--- src/rtl/compare_output_channel_if.sv ---
// Signal bundle for compare_output_channel: control strobes in, channel status out.
// The slave modport is the channel's view; the master modport is the driver's view.
interface compare_output_channel_if #(
  parameter int WIDTH = 16
);
  logic             ena;
  logic             arm;
  logic             abort;
  logic             on_match;
  logic             off_match;
  logic [WIDTH-1:0] max_dur;
  logic             out;
  logic             armed;
  logic             active;
  logic             done;
  logic             limit_hit;
  logic [WIDTH-1:0] dur;

  modport master (
    output ena, arm, abort, on_match, off_match, max_dur,
    input  out, armed, active, done, limit_hit, dur
  );

  modport slave (
    input  ena, arm, abort, on_match, off_match, max_dur,
    output out, armed, active, done, limit_hit, dur
  );
endinterface

--- src/rtl/compare_output_channel.sv ---
// Gated output channel: arm, fire on on_match, release on off_match, measures high time.
// Optional dwell limit enabled by defining CHANNEL_DWELL_LIMIT_EN.
module compare_output_channel #(
  parameter int WIDTH = 16
) (
  input  logic                       clk,
  input  logic                       arst,
  input  logic                       srst,
  compare_output_channel_if.slave    bus
);

  typedef enum logic [1:0] {
    ST_IDLE   = 2'd0,
    ST_ARMED  = 2'd1,
    ST_ACTIVE = 2'd2
  } state_t;

  state_t           state;
  logic [WIDTH-1:0] cnt;
  logic             limit_reached;

`ifdef CHANNEL_DWELL_LIMIT_EN
  // Equality only: lowering max_dur below cnt mid-pulse never fires.
  assign limit_reached = (bus.max_dur != '0) && (cnt == bus.max_dur);
`else
  logic unused_max_dur;
  assign unused_max_dur = ^bus.max_dur;
  assign limit_reached  = 1'b0;
`endif

  always_ff @(posedge clk or negedge arst) begin
    if (!arst) begin
      state         <= ST_IDLE;
      cnt           <= '0;
      bus.out       <= 1'b0;
      bus.armed     <= 1'b0;
      bus.active    <= 1'b0;
      bus.done      <= 1'b0;
      bus.limit_hit <= 1'b0;
      bus.dur       <= '0;
    end else if (srst) begin
      state         <= ST_IDLE;
      cnt           <= '0;
      bus.out       <= 1'b0;
      bus.armed     <= 1'b0;
      bus.active    <= 1'b0;
      bus.done      <= 1'b0;
      bus.limit_hit <= 1'b0;
      bus.dur       <= '0;
    end else if (bus.ena) begin
      bus.done      <= 1'b0;
      bus.limit_hit <= 1'b0;
      if (bus.abort) begin
        state      <= ST_IDLE;
        cnt        <= '0;
        bus.out    <= 1'b0;
        bus.armed  <= 1'b0;
        bus.active <= 1'b0;
      end else begin
        case (state)
          ST_IDLE: begin
            if (bus.arm) begin
              state     <= ST_ARMED;
              bus.armed <= 1'b1;
            end
          end
          ST_ARMED: begin
            // off_match on the firing edge is deliberately not looked at.
            if (bus.on_match) begin
              state      <= ST_ACTIVE;
              cnt        <= {{(WIDTH-1){1'b0}}, 1'b1};
              bus.out    <= 1'b1;
              bus.armed  <= 1'b0;
              bus.active <= 1'b1;
            end
          end
          ST_ACTIVE: begin
            if (bus.off_match) begin
              state      <= ST_IDLE;
              bus.out    <= 1'b0;
              bus.active <= 1'b0;
              bus.dur    <= cnt;
              bus.done   <= 1'b1;
            end else if (limit_reached) begin
              state         <= ST_IDLE;
              bus.out       <= 1'b0;
              bus.active    <= 1'b0;
              bus.dur       <= cnt;
              bus.limit_hit <= 1'b1;
            end else if (cnt != '1) begin
              cnt <= cnt + 1'b1;
            end
          end
          default: begin
            state      <= ST_IDLE;
            bus.out    <= 1'b0;
            bus.armed  <= 1'b0;
            bus.active <= 1'b0;
          end
        endcase
      end
    end
  end

endmodule

--- src/flat_wrapper.sv ---
// flat-port wrapper written by rule: the top's interface ports become plain ports
module compare_output_channel_flat 
#(
  parameter int WIDTH = 16
)
  (clk, arst, srst, bus_ena, bus_arm, bus_abort, bus_on_match, bus_off_match, bus_max_dur, bus_out, bus_armed, bus_active, bus_done, bus_limit_hit, bus_dur);
  compare_output_channel_if #(.WIDTH(WIDTH)) bus_i ();
  input  logic clk;
  input  logic arst;
  input  logic srst;
  input wire logic [$bits(bus_i.ena)-1:0] bus_ena;
  input wire logic [$bits(bus_i.arm)-1:0] bus_arm;
  input wire logic [$bits(bus_i.abort)-1:0] bus_abort;
  input wire logic [$bits(bus_i.on_match)-1:0] bus_on_match;
  input wire logic [$bits(bus_i.off_match)-1:0] bus_off_match;
  input wire logic [$bits(bus_i.max_dur)-1:0] bus_max_dur;
  output wire logic [$bits(bus_i.out)-1:0] bus_out;
  output wire logic [$bits(bus_i.armed)-1:0] bus_armed;
  output wire logic [$bits(bus_i.active)-1:0] bus_active;
  output wire logic [$bits(bus_i.done)-1:0] bus_done;
  output wire logic [$bits(bus_i.limit_hit)-1:0] bus_limit_hit;
  output wire logic [$bits(bus_i.dur)-1:0] bus_dur;
  assign bus_i.ena = bus_ena;
  assign bus_i.arm = bus_arm;
  assign bus_i.abort = bus_abort;
  assign bus_i.on_match = bus_on_match;
  assign bus_i.off_match = bus_off_match;
  assign bus_i.max_dur = bus_max_dur;
  assign bus_out = bus_i.out;
  assign bus_armed = bus_i.armed;
  assign bus_active = bus_i.active;
  assign bus_done = bus_i.done;
  assign bus_limit_hit = bus_i.limit_hit;
  assign bus_dur = bus_i.dur;
  compare_output_channel #(.WIDTH(WIDTH)) u_core (.clk(clk), .arst(arst), .srst(srst), .bus(bus_i));
endmodule
--- config.mk ---
export PLATFORM = sky130hd
export DESIGN_NAME = compare_output_channel_flat
export DESIGN_NICKNAME = d
export VERILOG_FILES = /design/src/rtl/compare_output_channel_if.sv /design/src/rtl/compare_output_channel.sv /design/src/flat_wrapper.sv
export SDC_FILE = /design/constraint.sdc
export NUM_CORES = 1
export LEC_CHECK = 0
export BUFFER_PORTS_ARGS = -buffer_cell sky130_fd_sc_hd__buf_4
export CORE_UTILIZATION = 54
export CTS_BUF_LIST = sky130_fd_sc_hd__clkbuf_16
export CTS_CLUSTER_SIZE = 8
export DETAILED_ROUTE_END_ITERATION = 7
export PLACE_DENSITY = 0.86
export SLEW_MARGIN = 10
export SYNTH_ARGS = -nofsm -noshare
export SYNTH_HDL_FRONTEND = slang
export SYNTH_SLANG_ARGS = --single-unit
--- constraint.sdc ---
create_clock -name clk -period 2.4 [get_ports clk]
set_clock_uncertainty 0.15 [all_clocks]
set_input_delay 0.36 -clock clk [delete_from_list [all_inputs] [get_ports clk]]
set_output_delay 0.36 -clock clk [all_outputs]
set_load 0.05 [all_outputs]
==> After elaboration in Yosys (flattened, before gate mapping) <==
Index checks and enable logic that the tools add are counted.
{ "classes": {"add_sub_neg": 1, "n_eq_ne": 11, "muxes": 38, "n_reduce_logical": 10} }
{ "ops": {"columns": ["operator", "n"], "rows": [
  ["two-way mux 16 bit", 11],
  ["one-hot mux 16 bit (2 select lines)", 1],
  ["two-way mux 1 bit", 17],
  ["adder 16 x 1 -> 16 bit (second input constant)", 1],
  ["inequality test 16 bit (second input constant)", 1],
  ["inequality test 4 bit (second input constant)", 4],
  ["AND reduction 4 bit", 4],
  ["two-way mux 2 bit", 6],
  ["inequality test 3 bit (second input constant)", 2],
  ["one-hot mux 1 bit (3 select lines)", 2],
  ["one-hot mux 2 bit (3 select lines)", 1],
  ["nonzero test 2 bit", 3],
  ["AND reduction 5 bit", 1],
  ["inequality test 4 x 3 -> 1 bit (second input constant)", 1],
  ["nonzero test 4 bit", 1],
  ["== test 2 x 1 -> 1 bit (second input constant)", 1],
  ["== test 2 bit (second input constant)", 1],
  ["logical NOT 2 bit", 1],
  ["inequality test 2 bit (second input constant)", 1]
]} }
{ "word_totals": {"register_bits": 38, "input_bits": 24, "output_inout_bits": 21, "elab_cells": 67} }

==> Logic depth before layout (Yosys ltp) <==
{ "logic_depth": {"ltp_word": 7, "depth_mapped": 8, "mapped_depth_nobuf": 6} }

==> Worst setup path before layout <==
OpenSTA, ideal clock, no wires.
{ "synth_path": {"path_type": "reg-to-reg", "from": "register u_core.state[0]", "to": "register u_core.cnt[3]", "setup_ps": 121, "arrival_ps": 1802, "required_time_ps": 2129, "setup_slack_ps": 327, "path_stages_with_launch": 8, "path_buffers": 1, "synth_period_minus_slack_ps": 2073, "cell_sequence": "dfrtp_1 inv_1 ha_1 a21bo_1 a211o_1 buf_6 a221o_1 a22o_1"} }
{ "synth_between": {"elab_chain_len": 5, "elab_cells_between_ends": 11, "cone_classes": "5 x eq/ne; 4 x mux; 2 x reduce/logical"} }
{ "synth_rtl": {"columns": ["item", "line", "source"], "rows": [
  ["start: declaration", "compare_output_channel.sv:18", "state_t state;"],
  ["start signal: assignment", "compare_output_channel.sv:33", "state <= ST_IDLE;"],
  ["start signal: assignment", "compare_output_channel.sv:42", "state <= ST_IDLE;"],
  ["start signal: assignment", "compare_output_channel.sv:54", "state <= ST_IDLE;"],
  ["== test 2 bit or == test 2 x 1 -> 1 bit (tied branches)", "compare_output_channel.sv:60", "case (state)"],
  ["one-hot mux 16 bit (2 select lines)", "compare_output_channel.sv:60", null],
  ["two-way mux 16 bit", "compare_output_channel.sv:53", "if (bus.abort) begin"],
  ["two-way mux 16 bit", "compare_output_channel.sv:50", "end else if (bus.ena) begin"],
  ["two-way mux 16 bit", "compare_output_channel.sv:41", "end else if (srst) begin"],
  ["end signal: assignment", "compare_output_channel.sv:71", "cnt <= {{(WIDTH-1){1'b0}}, 1'b1};"],
  ["end signal: assignment", "compare_output_channel.sv:91", "cnt <= cnt + 1'b1;"],
  ["end: declaration", "compare_output_channel.sv:19", "logic [WIDTH-1:0] cnt;"]
]} }
Several ways; a longest one is shown, not always the timed one. The select of a mux whose other input is x is not followed.
A chain may end at the register's enable or synchronous reset.

==> Worst setup path in the final report <==
{ "layout_path": {"from": "register u_core.state[0]", "to": "register u_core.cnt[10]"} }
Same word-level chain as after synthesis.

==> reports/qor.csv <==
metric;value;unit
register share of total power;42.2;%
#FFs+latches synth;37;
Slew Viols, Final;0;
Pwr Density;590;nW/µm²
share of layout cells above drive strength 1;22.6;%
Comb pwr share;9.3;%
RSZ-0062 raised after global routing;no;
number of fill cells;310;
first-pass GRT wire length;8420;µm
Clock Tree Buf Depth;2;
count of cell types in the netlist;47;
hpwl dp;3160;µm
Async SR Flop Fraction;100;%
Tcrit/Tclk final;95.6;%
H-tree depth;2;
CTS tree;built;
switching share of power;22.3;%
CP Data Arrival Time;2.34;ns
DR vias/cell;6.01;
Internal;1.17;mW
Yosys warning total;0;
PortBufs;27;
status;complete, no violations;
final wirelength;4900;µm
placed cell areas;2330;µm²
launching element type of the critical path;flip-flop;
Worst Path Class, Setup;reg -> reg;
peak supply drop;402;µV
Site Rows;22;
Layout area overhead;24.2;%
fmax;0.436;GHz
RR Startpoint;u_core.state[0]$_DFFE_PN0P_;
IO Pins;45;
RD Place Congestion;0.871;
Mapped Avg Cell Area;9.18;µm²
most common cell after layout, fill and taps aside;nand2_1;
DRT antenna net count;0;
Worst Hold Depth;2;
final net count;288;
Clock Sinks;37;
CTS Buf Count;5;
top_reg_cell synth;dfrtp_1;
commonest non-fill, non-tap cells in the layout;nand2_1 (42), buf_4 (41), dfrtp_1 (37), a21oi_1 (23), o21ai_0 (9);
WL/cell;15.9;µm
clock power share;48.5;%
Core Region;3660;µm²
endpoints failing setup;0;
ant diodes;0;
Pleak;1.10;nW
clk slew on worst S/H paths;0.06;ns
placed cell count;297;
CTS root buf;clkbuf_16;
setup TNS;0;ns
max_cap viols;0;
Tot GR Track Use;27.0;%
largest net degree at the start of global routing;38;
Max FO, Critical Path;10;
DIE HEIGHT;63.7;µm
initial drt markers;171;
vias in the first global route;1837;
Non-Filler Instances;309;
initial antenna violation count;0;
cells on worst reg2reg path;6;
EDFF count, synth;0;
grt ovf;0;
total number of vias;1858;
Pre-antenna DRT Iters;4;
Net Sw Power;0.336;mW
Synthesized Nets;252;
post-route cell area;2550;µm²
initial core utilization;56.2;%
HP Start;srst;
Die Wd;63.7;µm
Post-Synthesis Cell Area;2060;µm²
r2r setup slk;0.11;ns
CP required;2.44;ns
Tmin final;2.29;ns
FF-to-FF End;u_core.cnt[10]$_DFFE_PN0P_;
final hold vios;0;
DR DRC count;0;
Worst setup EP type;flip-flop;
clk_lat worst skew;0.28;ns
Die ar.;4060;µm²
sequential-to-total area share from yosys stat;45.0;%
Synth Instances;224;
WHS Endpoint;u_core.bus.dur[0]$_DFFE_PN0P_;
worst min-delay path class;in -> reg;
==> registers in the layout, indices dropped and copies added, names as in the netlist <==
signal	count
u_core.bus.armed	1
u_core.cnt	16
u_core.bus.dur	16
u_core.state	2
u_core.bus.active	1
u_core.bus.done	1
==> synthesized netlist by cell type, types with 2 or more instances <==
library cell / count / area (µm²)
o31ai_1: 2 / 15.0
nand2b_1: 3 / 18.8
nand4_1: 3 / 18.8
mux2i_1: 4 / 40.0
o21ai_0: 9 / 45.0
o221ai_1: 2 / 17.5
nor4_2: 2 / 25.0
buf_2: 3 / 15.0
or4_1: 3 / 22.5
dfrtp_1: 37 / 926
nand2_1: 42 / 158
and4_1: 2 / 17.5
o22ai_1: 2 / 12.5
ha_1: 4 / 50.1
nand3_1: 8 / 40.0
nor3_1: 5 / 25.0
buf_4: 3 / 22.5
nor2_1: 7 / 26.3
clkbuf_1: 6 / 22.5
o211ai_1: 6 / 45.0
inv_1: 7 / 26.3
a22o_1: 8 / 70.1
or2_2: 2 / 12.5
a21oi_1: 23 / 115
a221oi_1: 2 / 17.5
a21o_1: 2 / 15.0
a41oi_1: 2 / 17.5
a221o_1: 2 / 20.0
and3_1: 5 / 31.3
==> metal layers <==
layer	vias up	wire length, µm	GRT usage, %
li1	889	-	-
met3	5	193	6.34
met4	0	53	9.66
met2	42	2460	44.1
met1	922	2200	34.8
met5	-	0	0
==> worst max path at each step <==
stage                     slack (ns)  depth (start not counted)                    endpoint                   startpoint
after floorplan                 0.33                          7   u_core.cnt[3]$_DFFE_PN0P_  u_core.state[0]$_DFFE_PN0P_
after global placement          0.07                          6  u_core.cnt[10]$_DFFE_PN0P_  u_core.state[0]$_DFFE_PN0P_
after detailed placement        0.02                          7  u_core.cnt[12]$_DFFE_PN0P_  u_core.state[0]$_DFFE_PN0P_
after CTS                       0.03                          6  u_core.cnt[10]$_DFFE_PN0P_  u_core.state[0]$_DFFE_PN0P_
after global routing            0.01                          6  u_core.cnt[10]$_DFFE_PN0P_  u_core.state[0]$_DFFE_PN0P_
final                           0.11                          6  u_core.cnt[10]$_DFFE_PN0P_  u_core.state[0]$_DFFE_PN0P_
==> critical path, stage by stage, from the launching register on <==
cell,delay (ns)
dfrtp_1,0.35
inv_1,0.09
ha_1,0.29
a21bo_1,0.23
a211o_4,0.39
or4_1,0.53
a22oi_1,0.17
==> per-stage QoR <==
stage	utilization (%)	setup slack [ns]	hold WS [ns]	power, mW
2_1_floorplan	-	0.327	-0.0856	0.726
3_3_place_gp	63.8	0.0734	0.200	0.771
3_5_place_dp	63.8	0.0193	0.202	0.774
4_1_cts	68.6	0.0320	0.203	1.51
5_1_grt	69.8	0.0123	0.225	1.56
6_report	69.8	0.105	0.214	1.51
==> logic make-up (layout without fill, tap and decap cells) <==
family                     after synthesis  count (layout)  share of synthesized area, %
AOI/OAI and AO/OA                       68              68                          22.9
adders and majority gates                4               4                          2.43
buffers and inverters                   21              58                          4.93
DFF                                     37              37                          45.0
muxes                                    5               5                          2.49
other                                    1               1                         0.182
and+or+nand+nor                         88              88                          22.0
==> power groups by stage <==
stage / logic [mW] / registers (mW) / clock network (mW)
6_report: 0.140 / 0.637 / 0.732
5_1_grt: 0.152 / 0.637 / 0.769
4_1_cts: 0.131 / 0.636 / 0.745
3_5_place_dp: 0.127 / 0.647 / 0
3_3_place_gp: 0.124 / 0.647 / 0
2_1_floorplan: 0.0744 / 0.651 / 0
==> cell type report <==
type                            count  area, µm²  share of cell area [%]
Clock buffer                        5        125                    4.90
Tap cell                           48       60.1                    2.35
Multi-Input combinational cell    166       1040                    40.6
Timing Repair Buffer               43        338                    13.2
Sequential cell                    37        926                    36.2
Clock inverter                      3       41.3                    1.62
Inverter                            7       26.3                    1.03
==> what timing repair did <==
item | CTS | global route
setup endpoints to repair | 2 | 3
endpoints found under the hold margin | 37 | 0
resized for setup | 1 | 1
pin swaps | 0 | 2
setup buffers | 0 | 3
hold buffers | 1 | 0
Note: power is estimated with default switching activity, not from simulation.
